--- config.mk ---
export PLATFORM = sky130hd
export DESIGN_NAME = prim_clock_mux_sel_seq
export DESIGN_NICKNAME = d
export VERILOG_FILES = /design/src/rtl/prim_clock_mux_sel_seq.sv
export SDC_FILE = /design/constraint.sdc
export NUM_CORES = 1
export LEC_CHECK = 0
export ABC_AREA = 1
export CORE_UTILIZATION = 53
export DETAILED_ROUTE_END_ITERATION = 12
export PLACE_DENSITY = 0.76
export SETUP_SLACK_MARGIN = 0.05
export SYNTH_ARGS = -nofsm -noshare
export SYNTH_HDL_FRONTEND = slang
export SYNTH_SLANG_ARGS = --single-unit
--- constraint.sdc ---
create_clock -name clk_i -period 1.9 [get_ports clk_i]
set_clock_uncertainty 0.15 [all_clocks]
set_input_delay 0.285 -clock clk_i [delete_from_list [all_inputs] [get_ports clk_i]]
set_output_delay 0.285 -clock clk_i [all_outputs]
set_load 0.01 [all_outputs]
--- src/rtl/prim_clock_mux_sel_seq.sv ---
// -----------------------------------------------------------------------------
// prim_clock_mux_sel_seq
//
// Owns the select line of a two-input glitch-prone clock mux. Switch requests
// arrive as a 4-phase req/ack handshake that is asynchronous to the always-on
// reference clock. For a real switch the sequencer first gates the mux output
// (clk_en_o low), lets both sources settle, flips the select, settles again,
// then re-enables the gate and acknowledges. The select therefore never moves
// while the gated output clock is enabled.
//
// Ports
//   clk_i         always-on reference clock
//   rst_i         asynchronous reset, active-high
//   req_i         switch request (level, asynchronous to clk_i)
//   sel_target_i  requested select, sampled when the switch is started
//   ack_o         request done; held until the synchronized request drops
//   busy_o        high whenever the sequencer is not idle
//   sel_o         registered select to the clock mux
//   clk_en_o      registered enable to the clock gate after the mux
//   err_o         one-cycle pulse: request withdrawn before it was acked
// -----------------------------------------------------------------------------
module prim_clock_mux_sel_seq #(
    parameter int unsigned SettleCycles = 4,
    parameter int unsigned SyncStages   = 2,
    parameter bit          ResetSel     = 1'b0
) (
    input  logic clk_i,
    input  logic rst_i,
    input  logic req_i,
    input  logic sel_target_i,
    output logic ack_o,
    output logic busy_o,
    output logic sel_o,
    output logic clk_en_o,
    output logic err_o
);

    localparam int unsigned CntW = $clog2(SettleCycles + 1);
    localparam logic [CntW-1:0] CntLoad = CntW'(SettleCycles - 1);

    typedef enum logic [1:0] {
        IDLE      = 2'd0,
        GATE_WAIT = 2'd1,
        ON_WAIT   = 2'd2,
        ACK       = 2'd3
    } state_e;

    state_e                state_q, state_d;
    logic [SyncStages-1:0] req_sync_q;
    logic                  req_s;
    logic [CntW-1:0]       cnt_q, cnt_d;
    logic                  cnt_zero_s;
    logic                  tgt_q, tgt_d;
    logic                  drop_q, drop_d;
    logic                  ack_q, ack_d;
    logic                  busy_q, busy_d;
    logic                  sel_q, sel_d;
    logic                  en_q, en_d;
    logic                  err_q, err_d;

    // Request synchronizer: req_i is asynchronous, only the last flop is used.
    always_ff @(posedge clk_i or posedge rst_i) begin
        if (rst_i) begin
            req_sync_q <= '0;
        end else begin
            req_sync_q <= {req_sync_q[SyncStages-2:0], req_i};
        end
    end

    assign req_s      = req_sync_q[SyncStages-1];
    assign cnt_zero_s = (cnt_q == {CntW{1'b0}});

    // State register plus all registered datapath and outputs.
    always_ff @(posedge clk_i or posedge rst_i) begin
        if (rst_i) begin
            state_q <= IDLE;
            cnt_q   <= {CntW{1'b0}};
            tgt_q   <= ResetSel;
            drop_q  <= 1'b0;
            ack_q   <= 1'b0;
            busy_q  <= 1'b0;
            sel_q   <= ResetSel;
            en_q    <= 1'b1;
            err_q   <= 1'b0;
        end else begin
            state_q <= state_d;
            cnt_q   <= cnt_d;
            tgt_q   <= tgt_d;
            drop_q  <= drop_d;
            ack_q   <= ack_d;
            busy_q  <= busy_d;
            sel_q   <= sel_d;
            en_q    <= en_d;
            err_q   <= err_d;
        end
    end

    // Next-state logic.
    always_comb begin
        state_d = state_q;
        case (state_q)
            IDLE: begin
                if (req_s) begin
                    if (sel_target_i == sel_q) begin
                        state_d = ACK;
                    end else begin
                        state_d = GATE_WAIT;
                    end
                end else begin
                    state_d = IDLE;
                end
            end
            GATE_WAIT: begin
                if (cnt_zero_s) begin
                    state_d = ON_WAIT;
                end else begin
                    state_d = GATE_WAIT;
                end
            end
            ON_WAIT: begin
                if (cnt_zero_s) begin
                    state_d = ACK;
                end else begin
                    state_d = ON_WAIT;
                end
            end
            ACK: begin
                if (!req_s) begin
                    state_d = IDLE;
                end else begin
                    state_d = ACK;
                end
            end
            default: begin
                state_d = IDLE;
            end
        endcase
    end

    // Output / datapath next values. Outputs are registered so that the
    // gate enable and select are glitch-free at the mux.
    always_comb begin
        cnt_d  = cnt_q;
        tgt_d  = tgt_q;
        drop_d = drop_q;
        ack_d  = ack_q;
        sel_d  = sel_q;
        en_d   = en_q;
        err_d  = 1'b0;
        // busy follows the state being entered, so it rises on E0 itself
        busy_d = (state_d != IDLE);
        case (state_q)
            IDLE: begin
                drop_d = 1'b0;
                if (req_s) begin
                    if (sel_target_i == sel_q) begin
                        ack_d = 1'b1;
                    end else begin
                        // gate first; target is frozen here so later changes are ignored
                        en_d  = 1'b0;
                        tgt_d = sel_target_i;
                        cnt_d = CntLoad;
                    end
                end else begin
                    ack_d = 1'b0;
                end
            end
            GATE_WAIT: begin
                // a withdrawn request does not abort the switch, it is only flagged
                if (!req_s) begin
                    drop_d = 1'b1;
                end else begin
                    drop_d = drop_q;
                end
                if (cnt_zero_s) begin
                    sel_d = tgt_q;
                    cnt_d = CntLoad;
                end else begin
                    cnt_d = cnt_q - {{(CntW-1){1'b0}}, 1'b1};
                end
            end
            ON_WAIT: begin
                if (cnt_zero_s) begin
                    en_d   = 1'b1;
                    ack_d  = 1'b1;
                    err_d  = drop_q | ~req_s;
                    drop_d = 1'b0;
                end else begin
                    cnt_d  = cnt_q - {{(CntW-1){1'b0}}, 1'b1};
                    drop_d = drop_q | ~req_s;
                end
            end
            ACK: begin
                if (!req_s) begin
                    ack_d = 1'b0;
                end else begin
                    ack_d = 1'b1;
                end
            end
            default: begin
                ack_d = 1'b0;
                en_d  = 1'b1;
            end
        endcase
    end

    assign ack_o    = ack_q;
    assign busy_o   = busy_q;
    assign sel_o    = sel_q;
    assign clk_en_o = en_q;
    assign err_o    = err_q;

endmodule

==> impl_metrics.tcl, run 1 <==
set metrics [dict create \
    fp.dieH_um 40.38 \
    cts-resized-gates 0 \
    cp-start-kind "flop" \
    areaGrowthSynthToFinish_pct 16.03 \
    max_cap_violations 0 \
    min_delay_path_class "in2async" \
    cts_post_setup_buffers_inserted 0 \
    avgSynthCellArea_um2 7.886 \
    setup_tns_ns 0 \
    grt_pass1_wl_um 2366 \
    cts_tree "yes" \
    run_status "completed" \
    synth-seq-cells 14 \
    synth.top_cell.area_share_pct 41.67 \
    cp.required_ns 1.46 \
    finalWorstPathRequiredPeriod_ns 1.782 \
    final_max_slew_viol_count 0 \
    routabilityCongestion 0.7891 \
    cts_buffers 3 \
    via_count_of_the_first_global_routing_pass 540 \
    io_buffer_count 8 \
    clock_tree_root_driver_cell "clkbuf_4" \
    synthDistinctLibCells 16 \
    num_rows 13 \
    setup_viol 0 \
    start_util_pct 58.54 \
    clock_sinks 14 \
    antenna_cells 0 \
    worst_path_cell_with_the_longest_stage_delay "dfstp_2" \
    vdd_ir_drop_max_v 0.0008546 \
    route.final.wire_length_um 1604 \
    most-common-layout-cells "nand2_1, inv_1, dfrtp_1, nand3_1, clkdlybuf4s50_1" \
    yosys.area.top_type "dfrtp_1" \
    detailed_place_hpwl_um 1133 \
    finalNetCount 122 \
    design.die.area_um2 1631 \
    worst_path_largest_cell_delay_ns 0.53 \
    number_of_antenna_violations_at_the_first_check_in_global_routing 0 \
    postLayoutCoreUtil_pct 67.92 \
    power_density_nw_per_um2 1646 \
    timing.setup.critical_path_class "reg2out" \
    clock_path_buffers 2 \
    critical-path-top-delay-family "flip-flops" \
    unrepaired_setup_endpoints_after_global_routing "false" \
    vias 651 \
    finalHoldViolCount 0 \
    ys_top_cells_by_area "dfrtp_1, nand2_1, ha_1, inv_1, nand3_1" \
    avgViaCountPerCell 5.167 \
    drive_gt1_share_pct 10.81 \
    globalRouteOverflowTotal 0 \
    worst-path-max-fanout 2 \
    proportion_of_synthesized_chip_area_in_sequential_cells_pct 45.03 \
    die_width_um 40.38 \
    max_freq_mhz 561.3 \
    maxSlewHeadroom_pct 64.37 \
    clock_tree.htree_level_count 1 \
    layout_worst_path_cycle_share_pct 93.77 \
    io-pin-count 9 \
    yosysWarnings 0 \
    clk_pin_slew_worst_setup_hold_paths_ns 0.09 \
    grt_usage_pct 23.22 \
    drc_errors 0 \
    post_synth_inst_count 99 \
    grt_max_degree 15 \
    postCtsHoldBufs 0 \
    clock_insertion_delay_worst_skew_ns 0.30 \
    drt_iter0_drc 36 \
    cp.buffers_inverters 1 \
    syn_nets 109 \
    worst-slew-pin-transition_ns 0.5339 \
    power.static_leakage_uw 0.0005024 \
    commonest_non_fill_non_tap_cell_in_the_layout "nand2_1" \
    fillerInstances 110 \
    wl_per_cell_um 12.73 \
    coreArea_um2 1334 \
    final_antenna_net_count 0 \
    detail_route.first_pass.iterations 4 \
    sort_of_element_at_the_end_of_the_critical_path "primary output" \
    cp_data_arrival_time_ns 1.35 \
    crit_chain "clkdlybuf4s50_1" \
    netlist_area_um2 780.7 \
    fin_worst_hold_slack_ns 0.1664 \
]
==> final cells by class <==
| type | instances | area, um^2 | area share, % |
|---|---|---|---|
| Timing Repair Buffer | 8 | 80.08 | 8.840 |
| Multi-Input combinational cell | 67 | 361.6 | 39.92 |
| Clock buffer | 4 | 26.28 | 2.901 |
| Tap cell | 15 | 18.77 | 2.072 |
| Sequential cell | 14 | 351.6 | 38.81 |
| Inverter | 18 | 67.56 | 7.459 |
==> where the power goes <==
| part | switching (uW) | total (uW) | leakage, uW | internal, uW |
|---|---|---|---|---|
| Clock | 111 | 193 | 0.0000150 | 81.9 |
| Sequential | 64.7 | 481 | 0.000171 | 417 |
| Combinational | 482 | 817 | 0.000317 | 335 |
| Total | 657 | 1490 | 0.000502 | 833 |
==> kinds of logic (layout without fill, tap and decap cells) <==
kind of cell    Yosys count  in the layout  share of synthesized area, %
fa+ha+maj                 6              6                         9.615
buf+inv                  18             30                         8.655
simple gates             50             50                         29.33
compound gates           11             11                         7.371
flops                    14             14                         45.03
==> stage by stage <==
stage / cells / cell area, um^2 / total power [uW] / setup slack, ns
floorplan: 99 / 780.7 / 1055 / 0.5736
global route: 126 / 905.9 / 1623 / 0.09212
CTS: 126 / 905.9 / 1484 / 0.1182
detailed placement: 122 / 879.6 / 1283 / 0.3581
global placement: 122 / 879.6 / 1258 / 0.3878
finish: 126 / 905.9 / 1491 / 0.1184
==> worst reg2reg max path, delay by kind of cell (launching register included) <==
| family | cells | cell delay (ns) |
|---|---|---|
| DFF | 1 | 0.41 |
| buffers and inverters | 2 | 0.14 |
| and+or+nand+nor | 5 | 0.49 |
| adders and majority gates | 1 | 0.33 |
==> path summary, 6_finish.rpt <==
| check | start | slack [ns] | cells past startpoint | end |
|---|---|---|---|---|
| worst min-delay path | rst_i | 0.17 | 2 | state_q[1] |
| min in group clk_i | req_sync_q[0] | 0.23 | 0 | req_sync_q[1] |
| max in group asynchronous | rst_i | 1.07 | 2 | clk_en_o |
| worst max-delay path | clk_en_o | 0.12 | 1 | clk_en_o |
| worst min register to register | req_sync_q[0] | 0.23 | 0 | req_sync_q[1] |
| worst max register to register | state_q[0] | 0.34 | 8 | cnt_q[2] |
==> routing by layer <==
layer  track usage, %  share of wire, %  vias to the layer above
li1                 -                 -                      334
met1            29.93                47                      296
met2            35.71                47                       17
met3            5.000               4.1                        4
met4            12.50               1.9                        0
met5                0                 0                        -
==> synth_stat cells, drive strengths merged <==
| master | count |
|---|---|
| or2 | 1 |
| nand4 | 1 |
| dfrtp | 13 |
| o21ai | 5 |
| a21oi | 5 |
| ha | 6 |
| nand2 | 29 |
| inv | 18 |
| o21bai | 1 |
| dfstp | 1 |
| nor2 | 6 |
| nand3 | 13 |
==> flip-flops by register name, summed over array words and instances, names as in the netlist <==
register,flops
clk_en_o,1
cnt_q,3
busy_o,1
sel_o,1
err_o,1
req_sync_q,2
tgt_q,1
state_q,2
drop_q,1
ack_o,1
Note: power is estimated with default switching activity, not from simulation.
==> inputs of run 2 (changes only) <==
HOLD_SLACK_MARGIN = 0.02   (was not set)
REMOVE_ABC_BUFFERS = 1   (was not set)
==> results of run 2 <==
The final DEF is identical to that of run 1; final timing and power are the same.
